==> src/rtl/run_sequencer.sv <==
// Run controller in front of the CPU core: loads a byte image into data memory,
// releases the core until done or timeout, then streams a result window back out.
module run_sequencer #(
  parameter int unsigned AW         = 8,
  parameter int unsigned LOAD_BASE  = 0,
  parameter int unsigned LOAD_LEN   = 64,
  parameter int unsigned DUMP_BASE  = 64,
  parameter int unsigned DUMP_LEN   = 16,
  parameter int unsigned CW         = 16,
  parameter int unsigned MAX_CYCLES = 16'hFFFF
) (
  input  logic          clk,
  input  logic          reset,
  input  logic          start,
  input  logic          ldValid,
  input  logic [7:0]    ldData,
  output logic          ldReady,
  output logic          memSel,
  output logic [AW-1:0] memAddr,
  output logic [7:0]    memWrData,
  output logic          memWe,
  input  logic [7:0]    memRdData,
  output logic          coreReset,
  input  logic          coreDone,
  output logic          dumpValid,
  output logic [7:0]    dumpData,
  input  logic          dumpReady,
  output logic [CW-1:0] cycleCount,
  output logic          busy,
  output logic          timeout,
  output logic          finished
);

  localparam int unsigned MAX_LEN = (LOAD_LEN > DUMP_LEN) ? LOAD_LEN : DUMP_LEN;
  localparam int unsigned IW      = (MAX_LEN < 2) ? 1 : $clog2(MAX_LEN);

  localparam logic [IW-1:0] LOAD_LAST = IW'((LOAD_LEN == 0) ? 0 : LOAD_LEN - 1);
  localparam logic [IW-1:0] DUMP_LAST = IW'((DUMP_LEN == 0) ? 0 : DUMP_LEN - 1);
  localparam logic [CW-1:0] RUN_LAST  = CW'(MAX_CYCLES - 1);
  localparam logic [AW-1:0] LOAD_A0   = AW'(LOAD_BASE);
  localparam logic [AW-1:0] DUMP_A0   = AW'(DUMP_BASE);

  typedef enum logic [2:0] {
    S_IDLE,
    S_LOAD,
    S_RUN,
    S_DUMP,
    S_FINISH
  } state_e;

  state_e        state_q, state_d;
  logic [IW-1:0] idx_q, idx_d;
  logic [CW-1:0] cycle_q, cycle_d;
  logic          timeout_q, timeout_d;

  // State and run bookkeeping registers
  always_ff @(posedge clk or negedge reset) begin
    if (!reset) begin
      state_q   <= S_IDLE;
      idx_q     <= '0;
      cycle_q   <= '0;
      timeout_q <= 1'b0;
    end else begin
      state_q   <= state_d;
      idx_q     <= idx_d;
      cycle_q   <= cycle_d;
      timeout_q <= timeout_d;
    end
  end

  // Next-state and memory/handshake port control
  always_comb begin
    state_d   = state_q;
    idx_d     = idx_q;
    cycle_d   = cycle_q;
    timeout_d = timeout_q;
    ldReady   = 1'b0;
    memSel    = 1'b0;
    memAddr   = '0;
    memWrData = '0;
    memWe     = 1'b0;
    coreReset = 1'b1;
    dumpValid = 1'b0;
    dumpData  = '0;
    busy      = 1'b0;
    finished  = 1'b0;

    case (state_q)
      S_IDLE: begin
        if (start) begin
          state_d = S_LOAD;
          idx_d   = '0;
        end
      end

      S_LOAD: begin
        busy    = 1'b1;
        memSel  = 1'b1;
        memAddr = LOAD_A0 + AW'(idx_q);
        if (LOAD_LEN == 0) begin
          state_d = S_RUN;
          cycle_d = '0;
        end else begin
          ldReady = 1'b1;
          if (ldValid) begin
            memWe     = 1'b1;
            memWrData = ldData;
            if (idx_q == LOAD_LAST) begin
              state_d = S_RUN;
              idx_d   = '0;
              cycle_d = '0;
            end else begin
              idx_d = idx_q + IW'(1);
            end
          end
        end
      end

      S_RUN: begin
        busy      = 1'b1;
        coreReset = 1'b0;
        cycle_d   = cycle_q + CW'(1);
        // Done takes priority over a timeout landing in the same cycle
        if (coreDone) begin
          state_d = S_DUMP;
          idx_d   = '0;
        end else if (cycle_q == RUN_LAST) begin
          state_d   = S_DUMP;
          idx_d     = '0;
          timeout_d = 1'b1;
        end
      end

      S_DUMP: begin
        busy    = 1'b1;
        memSel  = 1'b1;
        memAddr = DUMP_A0 + AW'(idx_q);
        if (DUMP_LEN == 0) begin
          state_d = S_FINISH;
        end else begin
          dumpValid = 1'b1;
          dumpData  = memRdData;
          if (dumpReady) begin
            if (idx_q == DUMP_LAST) begin
              state_d = S_FINISH;
              idx_d   = '0;
            end else begin
              idx_d = idx_q + IW'(1);
            end
          end
        end
      end

      S_FINISH: begin
        finished = 1'b1;
        if (start) begin
          state_d   = S_LOAD;
          idx_d     = '0;
          timeout_d = 1'b0;
        end
      end

      default: begin
        state_d = S_IDLE;
        idx_d   = '0;
      end
    endcase
  end

  assign cycleCount = cycle_q;
  assign timeout    = timeout_q;

endmodule
==> config.mk <==
export PLATFORM = sky130hd
export DESIGN_NAME = run_sequencer
export DESIGN_NICKNAME = d
export VERILOG_FILES = /design/src/rtl/run_sequencer.sv
export SDC_FILE = /design/constraint.sdc
export NUM_CORES = 1
export LEC_CHECK = 0
export ABC_AREA = 1
export CAP_MARGIN = 20
export CORE_ASPECT_RATIO = 0.9
export CORE_MARGIN = 2
export CORE_UTILIZATION = 45
export CTS_CLUSTER_DIAMETER = 150
export DETAILED_ROUTE_END_ITERATION = 10
export PLACE_DENSITY = 0.81
export SLEW_MARGIN = 20
export SYNTH_ARGS = -nofsm -noshare
export SYNTH_HDL_FRONTEND = slang
export SYNTH_SLANG_ARGS = --single-unit
==> constraint.sdc <==
create_clock -name clk -period 4.49 [get_ports clk]
set_input_delay 0.449 -clock clk [delete_from_list [all_inputs] [get_ports clk]]
set_output_delay 0.449 -clock clk [all_outputs]
set_load 0.03 [all_outputs]
Yosys cells after proc, flatten, opt, wreduce, memory -nomap -nowiden
Index checks and enable logic that the tools add are counted.
{"block": "word_totals", "ff_bits": 26, "latchBits": 0, "ramBits": 0, "rom_bits": 0, "output_inout_bits": 48, "elab_cells": 68, "memories": 0}
{"block": "op_classes", "addsub": 3, "multipliers": 0, "div": 0, "magnitude_cmp": 0, "n_eq_ne": 16, "n_shift": 0, "mux": 35, "bitwise": 0, "reduce_logical": 10}
{"operator": "$mux 6", "n": 7}
{"operator": "$mux 16", "n": 2}
{"operator": "$pmux 16 s2", "n": 1}
{"operator": "$mux 8", "n": 3}
{"operator": "$pmux 6 s4", "n": 1}
{"operator": "$mux 3", "n": 7}
{"operator": "$add 16x1->16 const B", "n": 1}
{"operator": "$eq 16x16->1 const B", "n": 1}
{"operator": "$pmux 8 s2", "n": 1}
{"operator": "$ne 2x2->1 const B", "n": 7}
{"operator": "$pmux 3 s4", "n": 1}
{"operator": "$mux 1", "n": 11}
{"operator": "$add 7x6->8 const A", "n": 1}
{"operator": "$reduce_and 4->1", "n": 2}
{"operator": "$add 6x1->6 const B", "n": 1}
{"operator": "$eq 3x2->1 const B", "n": 2}
{"operator": "$eq 6x4->1 const B", "n": 1}
{"operator": "$eq 6x6->1 const B", "n": 1}
{"operator": "$reduce_and 6->1", "n": 1}
{"operator": "$reduce_bool 2->1", "n": 2}
{"operator": "$reduce_or 2->1", "n": 2}
{"operator": "$eq 3x1->1 const B", "n": 1}
{"operator": "$eq 3x3->1 const B", "n": 1}
{"operator": "$logic_not 3->1", "n": 1}
{"operator": "5 further kinds", "n": 5}

Logic depth before layout (Yosys ltp)
{"block": "depth", "word_depth": 4, "mapped_depth": 10}

Worst setup path before layout
Ideal clock, no wire load.
{"block": "synth_path", "kind": "flip-flop to output port", "from": "register state_q[0]", "to": "output memWe", "arrival_ps": 1443, "path_slack_ps": 2598, "stages_incl_launch_ff": 6, "n_path_buf": 1, "path_cell_list": "dfrtp_1 inv_2 nor2_4 nand2_2 buf_2 nor2_1"}
{"block": "synth_between", "elab_chain_len": 2}
{"item": "start, declared", "line_no": "51", "rtl": "state_e state_q, state_d;"}
{"item": "start signal, assigned", "line_no": "64", "rtl": "state_q <= state_d;"}
{"item": "$eq 3x1->1", "line_no": "88", "rtl": "case (state_q)"}
{"item": "$mux 1", "line_no": "88"}
{"item": "end, declared", "line_no": "21", "rtl": "output logic memWe,"}
Every way passes these cells.

Worst setup path after layout
{"block": "layout_path", "from": "register state_q[2]", "to": "output dumpValid"}
{"block": "layout_between", "elab_chain_len": 2}
{"item": "$eq 3x2->1", "line_no": "88"}
{"item": "$mux 1", "line_no": "88"}
{"item": "end, declared", "line_no": "25", "rtl": "output logic dumpValid,"}
Every way passes these cells.

==> metrics <==
status=finished, final reports clean; CTS Root Cell=clkbuf_8; total negative slack=0 ps; Post-Syn Instances=285; DIE AREA=0.00476 sq mm; Yosys top cell area share=between 30% and 40%; Fmax=378 MHz; R2R Path End=idx_q[3]; Ports=70; Worst Hold Endpoint=timeout; endpoints failing hold=0; critical path required time=4040 ps; Final Hold Slack=512 ps; unrepaired setup endpoints after global routing=no; max-slew violations=0; Setup Crit Path Kind=register to output pin; DR iter-0 viols=116; FF+latch count, synth=26; CP arrival=2190 ps; Critical Path Sink Type=output pin; fillcell total=roughly 380; Worst-path clk slew=90 ps; DRT Pass-1 Iters=4; htree depth=1; Synth Cell Area=0.00190 sq mm; max cap viols=0; Die Wd=72.5 um; top post-synthesis cells by area=dfrtp_1 34%, nand2_1 19%, nor2_1 8.3%; Final #Nets=378; PortBufs=68; Post-synth EDFFs=0; Synth area leader=dfrtp_1; Post-Synth Adder-Cell Area=1.97%; Worst Skew=4.93 ps; Post-Syn Nets=310; Congestion Overflow GR=0; Worst setup SP type=register; Hold-fix buffers, CTS=0; sequential-to-total area share from yosys stat=34.2%; Wirelength per Cell=11.9 um; share of post-route cells with drive strength above 1=approximately 8%; ANT cells=0; Final Critical Period=2640 ps; worst-path fanout max=13; vias in the first global route=1826; worst reg2reg path startpoint=state_q[2]; final WL=4740 um; Die Y=65.7 um; post_cts resized=0; Post-synth ARST share=100%; largest net degree at the start of global routing=27; Cell Pwr Density=686 mW/mm^2; main combinational cell family by area after synthesis=simple AND/OR/NAND/NOR gates; Area growth, synth to finish=40.3%; TritonCTS clock tree=built; via/cell ratio=5.04; Placer Congestion=0.893; ANT nets after route=0; total track usage=21.1%; initial antenna violation count=0; mux share of post-synthesis cell area=0%; compound-gate portion of the synthesized area=7.77%; final setup vio count=0; Clock Sinks=26; Synth Flop Type=dfrtp_1; Yosys cell types=31; Leak=1.34 nW; Post-DP HPWL=3730 um; Synth Area in XOR/XNOR=roughly 4.1%; worst hold path type=register to register; clk_lat worst skew=270 ps; R2R setup slack=2740 ps; setup repair bufs after CTS=0; Synth warnings=0; Clock Path Buffers=2; syn avg cell area=6.67 sq um; Vias=2014; Core Box Area=0.00407 sq mm; cell depth of the worst min-delay path=2; Cell Rows=22; VDD IR-drop max=about 0.48 mV; post-synthesis simple-gate area fraction=42.4%; Starting Density=a little under half; first-pass GRT wire length=8020 um; CTS Buf Count=3; period utilization=about three fifths; Hold Crit Start=timeout; FF-to-FF path depth=8; drc violations=0
## logic make-up after synthesis
family                     Yosys count
xor gates and xnor gates             9
DFF                                 26
buffers and inverters               43
other                                1
AOI/OAI and AO/OA                   20
and+or+nand+nor                    183
adders and majority gates            3
## worst max path at each step
stage               cells past startpoint  startpoint        end
floorplan                               5  state_q[0]      memWe
global placement                        4     ldValid      memWe
detailed placement                      4     ldValid      memWe
CTS                                     4  state_q[2]  dumpValid
global route                            4  state_q[2]  dumpValid
finish                                  4  state_q[2]  dumpValid
## synthesized netlist by cell type (2+ instances only)
master	n
nor2_1	42
buf_2	2
nor2_4	2
ha_1	3
xor2_1	4
nand2_1	94
inv_1	34
o21bai_1	2
nor2_2	4
nand4_1	11
nand3_1	20
dfrtp_1	26
a21oi_1	3
xnor2_1	5
o21ai_2	4
nand3_2	2
o21ai_0	8
inv_2	3
nand2_2	4
## state kept, by name (all words and copies together) (netlist names)
signal,count
state_q,3
cycleCount,16
timeout,1
idx_q,6
## layer usage
layer,part of all wire (%),track usage (%)
met1,48,29.2
met5,0,0
met4,1.1,4.63
met2,43,34.2
met3,7.7,3.99
## critical path, stage by stage (launching register included)
cell             delay, ps
dfrtp_1                440
inv_1                  160
nand3_1                360
inv_1                  260
clkdlybuf4s50_1        710
## layout by cell type (no fill, tap or decap), types with 4 or more instances in the layout
cell	n
nand2_1	94
clkdlybuf4s50_1	68
nor2_1	42
inv_1	34
dfrtp_1	26
nand3_1	20
nand4_1	11
o21ai_0	8
xnor2_1	5
nand2_2	4
xor2_1	4
nor2_2	4
o21ai_2	4
clkbuf_8	4
## stage by stage
stage,utilization [%],std cells,area (sq um),power (W),setup slack [ps]
final,65.4,400,2670,0.00183,1850
after global routing,65.4,400,2670,0.00198,1670
after CTS,65.4,400,2670,0.00183,1850
after detailed placement,64.1,396,2610,0.00168,2070
after global placement,64.1,396,2610,0.00166,2100
after floorplan,-,285,1900,0.00128,2600
## report_power, final
part	total [W]	switching, W	internal, W
logic	0.00122	0.000769	0.000451
clock network	0.000153	0.0000748	0.0000785
registers	0.000456	0.000134	0.000322
## final cells by class
class	count	area (sq um)	share of cell area, %
Multi-Input combinational cell	216	1070	40.3
Timing Repair Buffer	69	688	25.8
Sequential cell	26	651	24.4
Inverter	37	139	5.21
Tap cell	48	60.1	2.25
Clock buffer	4	55.1	2.06
No activity file was read; power rests on OpenSTA's default activity.
